$ cat src/rtl/inst_fetch_unit.sv
// Front-end fetch stage: holds the PC, fetches words via the memory controller and pushes {inst, pc}.
// Optional direct-mapped I-cache enabled by defining ICACHE_EN.
module inst_fetch_unit #(
  parameter int ADDR_W       = 32,
  parameter int INST_W       = 32,
  parameter int ICACHE_IDX_W = 6
) (
  input  logic              clk_in,
  input  logic              rst_in,
  input  logic              rdy_in,
  input  logic              rob_flush_in,
  input  logic [ADDR_W-1:0] rob_target_pc_in,
  input  logic              instqueue_rdy_in,
  output logic              instqueue_en_out,
  output logic [INST_W-1:0] instqueue_inst_out,
  output logic [ADDR_W-1:0] instqueue_pc_out,
  output logic              memctrl_req_out,
  output logic [ADDR_W-1:0] memctrl_addr_out,
  input  logic              memctrl_valid_in,
  input  logic [INST_W-1:0] memctrl_inst_in
);

  typedef enum logic {IDLE, WAIT_MEM} state_t;

  state_t            state, state_nxt;
  logic [ADDR_W-1:0] pc, pc_nxt;
  logic              en_nxt, req_nxt;
  logic [INST_W-1:0] inst_nxt;
  logic [ADDR_W-1:0] pc_out_nxt, addr_nxt;
  logic              hit;
  logic [INST_W-1:0] hit_data;

  if (ICACHE_IDX_W < 1 || ICACHE_IDX_W > ADDR_W - 3) begin : g_bad_idx_w
    $error("inst_fetch_unit: ICACHE_IDX_W out of range");
  end

`ifdef ICACHE_EN
  localparam int LINES = 1 << ICACHE_IDX_W;
  localparam int TAG_W = ADDR_W - ICACHE_IDX_W - 2;

  logic [LINES-1:0]        line_valid;
  logic [TAG_W-1:0]        line_tag  [LINES];
  logic [INST_W-1:0]       line_data [LINES];
  logic [ICACHE_IDX_W-1:0] rd_idx, wr_idx;
  logic                    fill;

  assign rd_idx   = pc[ICACHE_IDX_W+1:2];
  assign wr_idx   = memctrl_addr_out[ICACHE_IDX_W+1:2];
  assign hit      = line_valid[rd_idx] && (line_tag[rd_idx] == pc[ADDR_W-1:ICACHE_IDX_W+2]);
  assign hit_data = line_data[rd_idx];
  // Fill also happens on a flush-coincident return: address and data still match.
  assign fill     = rdy_in && (state == WAIT_MEM) && memctrl_valid_in;

  always_ff @(posedge clk_in or posedge rst_in) begin
    if (rst_in) begin
      line_valid <= '0;
    end else if (fill) begin
      line_valid[wr_idx] <= 1'b1;
    end
  end

  always_ff @(posedge clk_in) begin
    if (fill) begin
      line_tag[wr_idx]  <= memctrl_addr_out[ADDR_W-1:ICACHE_IDX_W+2];
      line_data[wr_idx] <= memctrl_inst_in;
    end
  end
`else
  assign hit      = 1'b0;
  assign hit_data = '0;
`endif

  always_comb begin
    state_nxt  = state;
    pc_nxt     = pc;
    en_nxt     = 1'b0;
    inst_nxt   = instqueue_inst_out;
    pc_out_nxt = instqueue_pc_out;
    req_nxt    = memctrl_req_out;
    addr_nxt   = memctrl_addr_out;
    if (rob_flush_in) begin
      pc_nxt    = {rob_target_pc_in[ADDR_W-1:2], 2'b00};
      req_nxt   = 1'b0;
      state_nxt = IDLE;
    end else begin
      case (state)
        IDLE: begin
          if (instqueue_rdy_in) begin
            if (hit) begin
              en_nxt     = 1'b1;
              inst_nxt   = hit_data;
              pc_out_nxt = pc;
              pc_nxt     = pc + ADDR_W'(4);
            end else begin
              req_nxt   = 1'b1;
              addr_nxt  = pc;
              state_nxt = WAIT_MEM;
            end
          end
        end
        WAIT_MEM: begin
          if (memctrl_valid_in) begin
            en_nxt     = 1'b1;
            inst_nxt   = memctrl_inst_in;
            pc_out_nxt = pc;
            pc_nxt     = pc + ADDR_W'(4);
            req_nxt    = 1'b0;
            state_nxt  = IDLE;
          end
        end
        default: state_nxt = IDLE;
      endcase
    end
  end

  always_ff @(posedge clk_in or posedge rst_in) begin
    if (rst_in) begin
      state              <= IDLE;
      pc                 <= '0;
      instqueue_en_out   <= 1'b0;
      instqueue_inst_out <= '0;
      instqueue_pc_out   <= '0;
      memctrl_req_out    <= 1'b0;
      memctrl_addr_out   <= '0;
    end else if (rdy_in) begin
      state              <= state_nxt;
      pc                 <= pc_nxt;
      instqueue_en_out   <= en_nxt;
      instqueue_inst_out <= inst_nxt;
      instqueue_pc_out   <= pc_out_nxt;
      memctrl_req_out    <= req_nxt;
      memctrl_addr_out   <= addr_nxt;
    end
  end

endmodule

$ cat config.mk
export PLATFORM = sky130hd
export DESIGN_NAME = inst_fetch_unit
export DESIGN_NICKNAME = d
export VERILOG_FILES = /design/src/rtl/inst_fetch_unit.sv
export SDC_FILE = /design/constraint.sdc
export NUM_CORES = 1
export LEC_CHECK = 0
export CORE_MARGIN = 2
export CORE_UTILIZATION = 45
export CTS_CLUSTER_SIZE = 8
export DETAILED_ROUTE_END_ITERATION = 8
export PLACE_DENSITY = 0.85
export SYNTH_ARGS = -nofsm -noshare
export SYNTH_HDL_FRONTEND = slang
export SYNTH_SLANG_ARGS = --single-unit
$ cat constraint.sdc
create_clock -name clk_in -period 7.6 [get_ports clk_in]
set_input_delay 1.14 -clock clk_in [delete_from_list [all_inputs] [get_ports clk_in]]
set_output_delay 1.14 -clock clk_in [all_outputs]
set_load 0.03 [all_outputs]
## Word level (Yosys, flattened, before mapping)

Cells that the tools add are included.

| operators by class | value |
|---|---|
| muxes and demuxes | 18 |
| equal/unequal tests | 4 |
| reductions and logical operators | 4 |
| $add $sub $neg | 1 |
| bitwise logic cells | 2 |

Operators by type and width:

| operator | count |
|---|---|
| 32-bit two-way mux | 7 |
| 32-bit by 3-bit adder with 32-bit output (second input constant) | 1 |
| 1-bit two-way mux | 8 |
| 4-bit AND reduction | 2 |
| 3-bit != test (second input constant) | 2 |
| 1-bit case mux with 2 select lines | 3 |
| 3-bit AND reduction | 2 |
| 2-bit != test (second input constant) | 2 |
| 1-bit NOT | 2 |

| word-level totals | value |
|---|---|
| bits of input ports | 70 |
| word-level logic and storage cells | 36 |
| flip-flop bits (word level) | 131 |
| output and inout bits | 98 |

## Depth between registers and ports, before layout

| depth | value |
|---|---|
| depth after elaboration | 4 |
| mapped depth | 7 |
| mapped depth without buffers | 6 |

## Worst setup path before layout

No wires, ideal clock.

| timing | value |
|---|---|
| kind | input port to flip-flop |
| from | in rob_flush_in |
| to | reg instqueue_inst_out[18] |
| cell stages on the path | 5 |
| slack | 5072 ps |
| required time | 7475 ps |
| setup time | 125 ps |
| buffers on the path | 2 |
| data arrival time | 2403 ps |
| cell sequence | clkbuf_1 > inv_1 > nand3_1 > clkbuf_1 > mux2_2 |

| on the way | value |
|---|---|
| cells in the longest elaborated chain, start to end | 2 |

Ends and longest elaborated chain:

| element | RTL line | source |
|---|---|---|
| start: declaration | 11 | `input logic rob_flush_in,` |
| 1-bit NOT (no line) | n/a |  |
| 4-bit AND reduction (no line) | n/a |  |
| end signal: assignment | 129 | `instqueue_inst_out <= inst_nxt;` |
| end: declaration | 15 | `output logic [INST_W-1:0] instqueue_inst_out,` |

Every way passes these cells.
A chain may end at the register's enable or synchronous reset.

## Worst setup path in the final report

| timing | value |
|---|---|
| from | in rob_flush_in |
| to | reg pc[31] |

| on the way | value |
|---|---|
| cells in the longest elaborated chain, start to end | 2 |
| elaborated cells on any way between the ends | 4 |
| classes of those cells | eq/ne: 2; mux: 1; reduce/logical: 1 |

Ends and longest elaborated chain:

| element | RTL line | source |
|---|---|---|
| 3-bit != test (no line) or 2-bit != test (tied branches) | n/a |  |
| 3-bit AND reduction (no line) | n/a |  |
| end signal: assignment | 127 | `pc <= pc_nxt;` |
| end: declaration | 26 | `logic [ADDR_W-1:0] pc, pc_nxt;` |

Parallel ways exist; a longest one is shown, timed or not.

==> run metrics <==
run status=complete, no violations; sequential cell area fraction in the yosys report=0.571; worst slew pin tran=1.13 ns; HP Class=reg -> reg; Starting Density=0.458; post-synth top area share=0.571; # diodes=0; routed len/inst=18.2 um; top cells by area, synth=dfrtp_1 57%, mux2_2 18%, o21ai_0 2.6%; Buffers on Ports=161; Worst R2R Setup Slack=5.26 ns; Tmin final=4.05 ns; top cell type by total area after synthesis=dfrtp_1; area of the multi-input gates=2210 sq um; Die X=114 um; CP max FO=73; P&R area growth vs syn=40.7%; Leak=0.00316 uW; ys flop type=dfrtp_1; slew margin rel.=0.249; crit path DAT=4.30 ns; max-slew violation count=0; Layout Utilization=0.644; Die Ht=114 um; critical path required time=7.86 ns; Sequential Area=3130 sq um; Crit Path Class=in -> reg; router iterations before antenna repair=5; reg2reg end=pc[22]$_DFFE_PP0P_; clock buffer count from CTS=17; setup TNS=0 ns; number of global-route vias before repair=4423; CTS tree=done; nets=678; hold wc startpoint=instqueue_pc_out[14]$_DFFE_PP0P_; worst-skew pair later-pin latency=0.41 ns; RR Startpoint=pc[2]$_DFFE_PP0P_; area of the die=13100 sq um; Cells after DPL=735; CTS H-Tree Depth=4; VDD IR max=209 uV; Final Cycle Share=0.532; Netlist cell types=47; postcts setup bufs=0; ys async rst share=1.00; Reg clk slew, reported paths=0.06 ns; Gate Count Post-Synth=455; Ys Warns=0; layout cells sized above 1=0.200; register bit count reported by yosys=125; fill count=961; Sinks on Clock Net=125; hold path cells=2; final cell count without fillers=763; Post-synth EDFFs=0; All-Layer GR Usage=0.224; slowest CP cell=nand3_4; DP HPWL=9.44 mm; Routed WL=13.9 mm; CP Capture Type=flop; synthesized area per cell=12.0 sq um; RSZ-0062 raised after global routing=false; R2R depth=6; detailed router's first-iteration violation count=281; I/O Pins=168; Setup Viol. Count Final=0; Vias=4343; Largest stage delay, worst path=1.01 ns; largest net degree at the start of global routing=126; Final Hold Viols=0; skew final=0.00937 ns; Clock Path Buffers=2; clk root buf=clkbuf_16; gpl congestion=0.782; Max-Cap Viols=0; crit-path cells=clkdlybuf4s50_1 -> buf_4 -> inv_1 -> nand3_4 -> o311ai_0; antenna viol nets, final=0; core area=12000 sq um; DR vias/cell=5.69; Std-Cell Rows=40; Congestion Overflow GR=0; first-pass GRT wire length=22.6 mm; DRC viols=0; cts-stage hold buffer count=0; Post-Syn Area=5480 sq um; fmax=247 MHz; Hold EP=instqueue_pc_out[14]$_DFFE_PP0P_; P per Cell Area=361 nW/um^2; startpoint types=input port; initial antenna violation count=0; post-CTS resize count=0
## layout make-up
type	count	share of cell area
well taps	147	0.0239
flip-flops and latches	125	0.406
clock inverters	1	0.000649
repair buffers	163	0.211
multi-input cells	293	0.287
inverters	7	0.00406
clock buffers	27	0.0678
## placed cells by master, fill, tap and decap left out, types with 6 or more instances in the layout
master	instances
a31oi_1	6
nand3_1	12
o21ai_0	29
nor4_1	6
clkdlybuf4s50_1	161
or3_1	6
a21oi_1	17
nor2_1	20
clkbuf_16	17
nor3_1	10
clkbuf_8	6
nand2_1	23
inv_1	6
dfrtp_1	125
mux2_2	89
## synthesized netlist by cell type, types with 2 or more instances
master / instances
and4_1: 5
nor4_1: 6
buf_2: 6
o22a_1: 5
mux2_2: 89
nand4_1: 5
nand2b_1: 2
nand3_1: 13
o22ai_1: 5
or4_1: 2
mux2i_1: 2
or3_1: 6
and2_1: 3
nand2_1: 23
a41oi_1: 3
a31oi_1: 6
a211oi_1: 5
o21ai_0: 29
inv_1: 7
buf_4: 4
buf_1: 2
o21a_1: 4
a22oi_1: 4
nor3_1: 11
a2bb2oi_1: 2
and3b_1: 2
a21oi_1: 17
a311oi_1: 3
o2bb2ai_1: 2
nor2_1: 20
and3_1: 3
clkbuf_1: 20
dfrtp_1: 125
## worst max-delay path by stage
stage                  from  slack (ns)                            to  cells after the start
2_1_floorplan        rst_in        3.13  instqueue_en_out$_DFFE_PP0P_                      1
3_3_place_gp   rob_flush_in        3.23            pc[31]$_DFFE_PP0P_                      5
3_5_place_dp   rob_flush_in        3.13            pc[31]$_DFFE_PP0P_                      5
4_1_cts        rob_flush_in        3.52            pc[31]$_DFFE_PP0P_                      5
5_1_grt        rob_flush_in        3.20            pc[31]$_DFFE_PP0P_                      5
6_report       rob_flush_in        3.55            pc[31]$_DFFE_PP0P_                      5
## through the flow
| step | hold slack, ns | instance area (sq um) | total power, uW | worst slack (ns) |
|---|---|---|---|---|
| 2_1_floorplan | 0.499 | 5490 | 1590 | 3.13 |
| 3_3_place_gp | 0.464 | 7180 | 2030 | 3.23 |
| 3_5_place_dp | 0.474 | 7180 | 2070 | 3.13 |
| 4_1_cts | 0.487 | 7710 | 2810 | 3.52 |
| 5_1_grt | 0.506 | 7710 | 2910 | 3.20 |
| 6_report | 0.485 | 7710 | 2780 | 3.55 |
## cell families after synthesis
| logic type | Yosys count | share of synthesized area |
|---|---|---|
| other | 1 | 0.000684 |
| multiplexers | 91 | 0.187 |
| flip-flops | 125 | 0.571 |
| AND/OR/NAND/NOR | 106 | 0.103 |
| buffers and inverters | 40 | 0.0317 |
| adder cells (fa/ha/maj) | 1 | 0.00228 |
| AO/OA/AOI/OAI | 91 | 0.105 |
## worst max-delay path, delay by kind of cell
kind	cells	cell delay, ns
buffers and inverters	3	1.41
AND/OR/NAND/NOR	1	1.01
AO/OA/AOI/OAI	1	0.70
## power breakdown
part	switching, uW	internal, uW	total, uW
registers	149	871	1020
logic	558	481	1040
clock network	263	461	724
## sequential cells by signal, summed over array words and instances, names as in the netlist
| signal | cells |
|---|---|
| memctrl_addr_out | 30 |
| pc | 30 |
| instqueue_inst_out | 32 |
| memctrl_req_out | 1 |
| state | 1 |
| instqueue_en_out | 1 |
| instqueue_pc_out | 30 |
## routing by layer
| layer | track usage | vias to the layer above | share of wire |
|---|---|---|---|
| li1 | - | 1970 | - |
| met1 | 0.281 | 2186 | 0.42 |
| met2 | 0.364 | 163 | 0.50 |
| met3 | 0.0651 | 24 | 0.062 |
| met4 | 0.0976 | 0 | 0.019 |
| met5 | 0 | - | 0 |
Power figures use the tool's default switching activity.
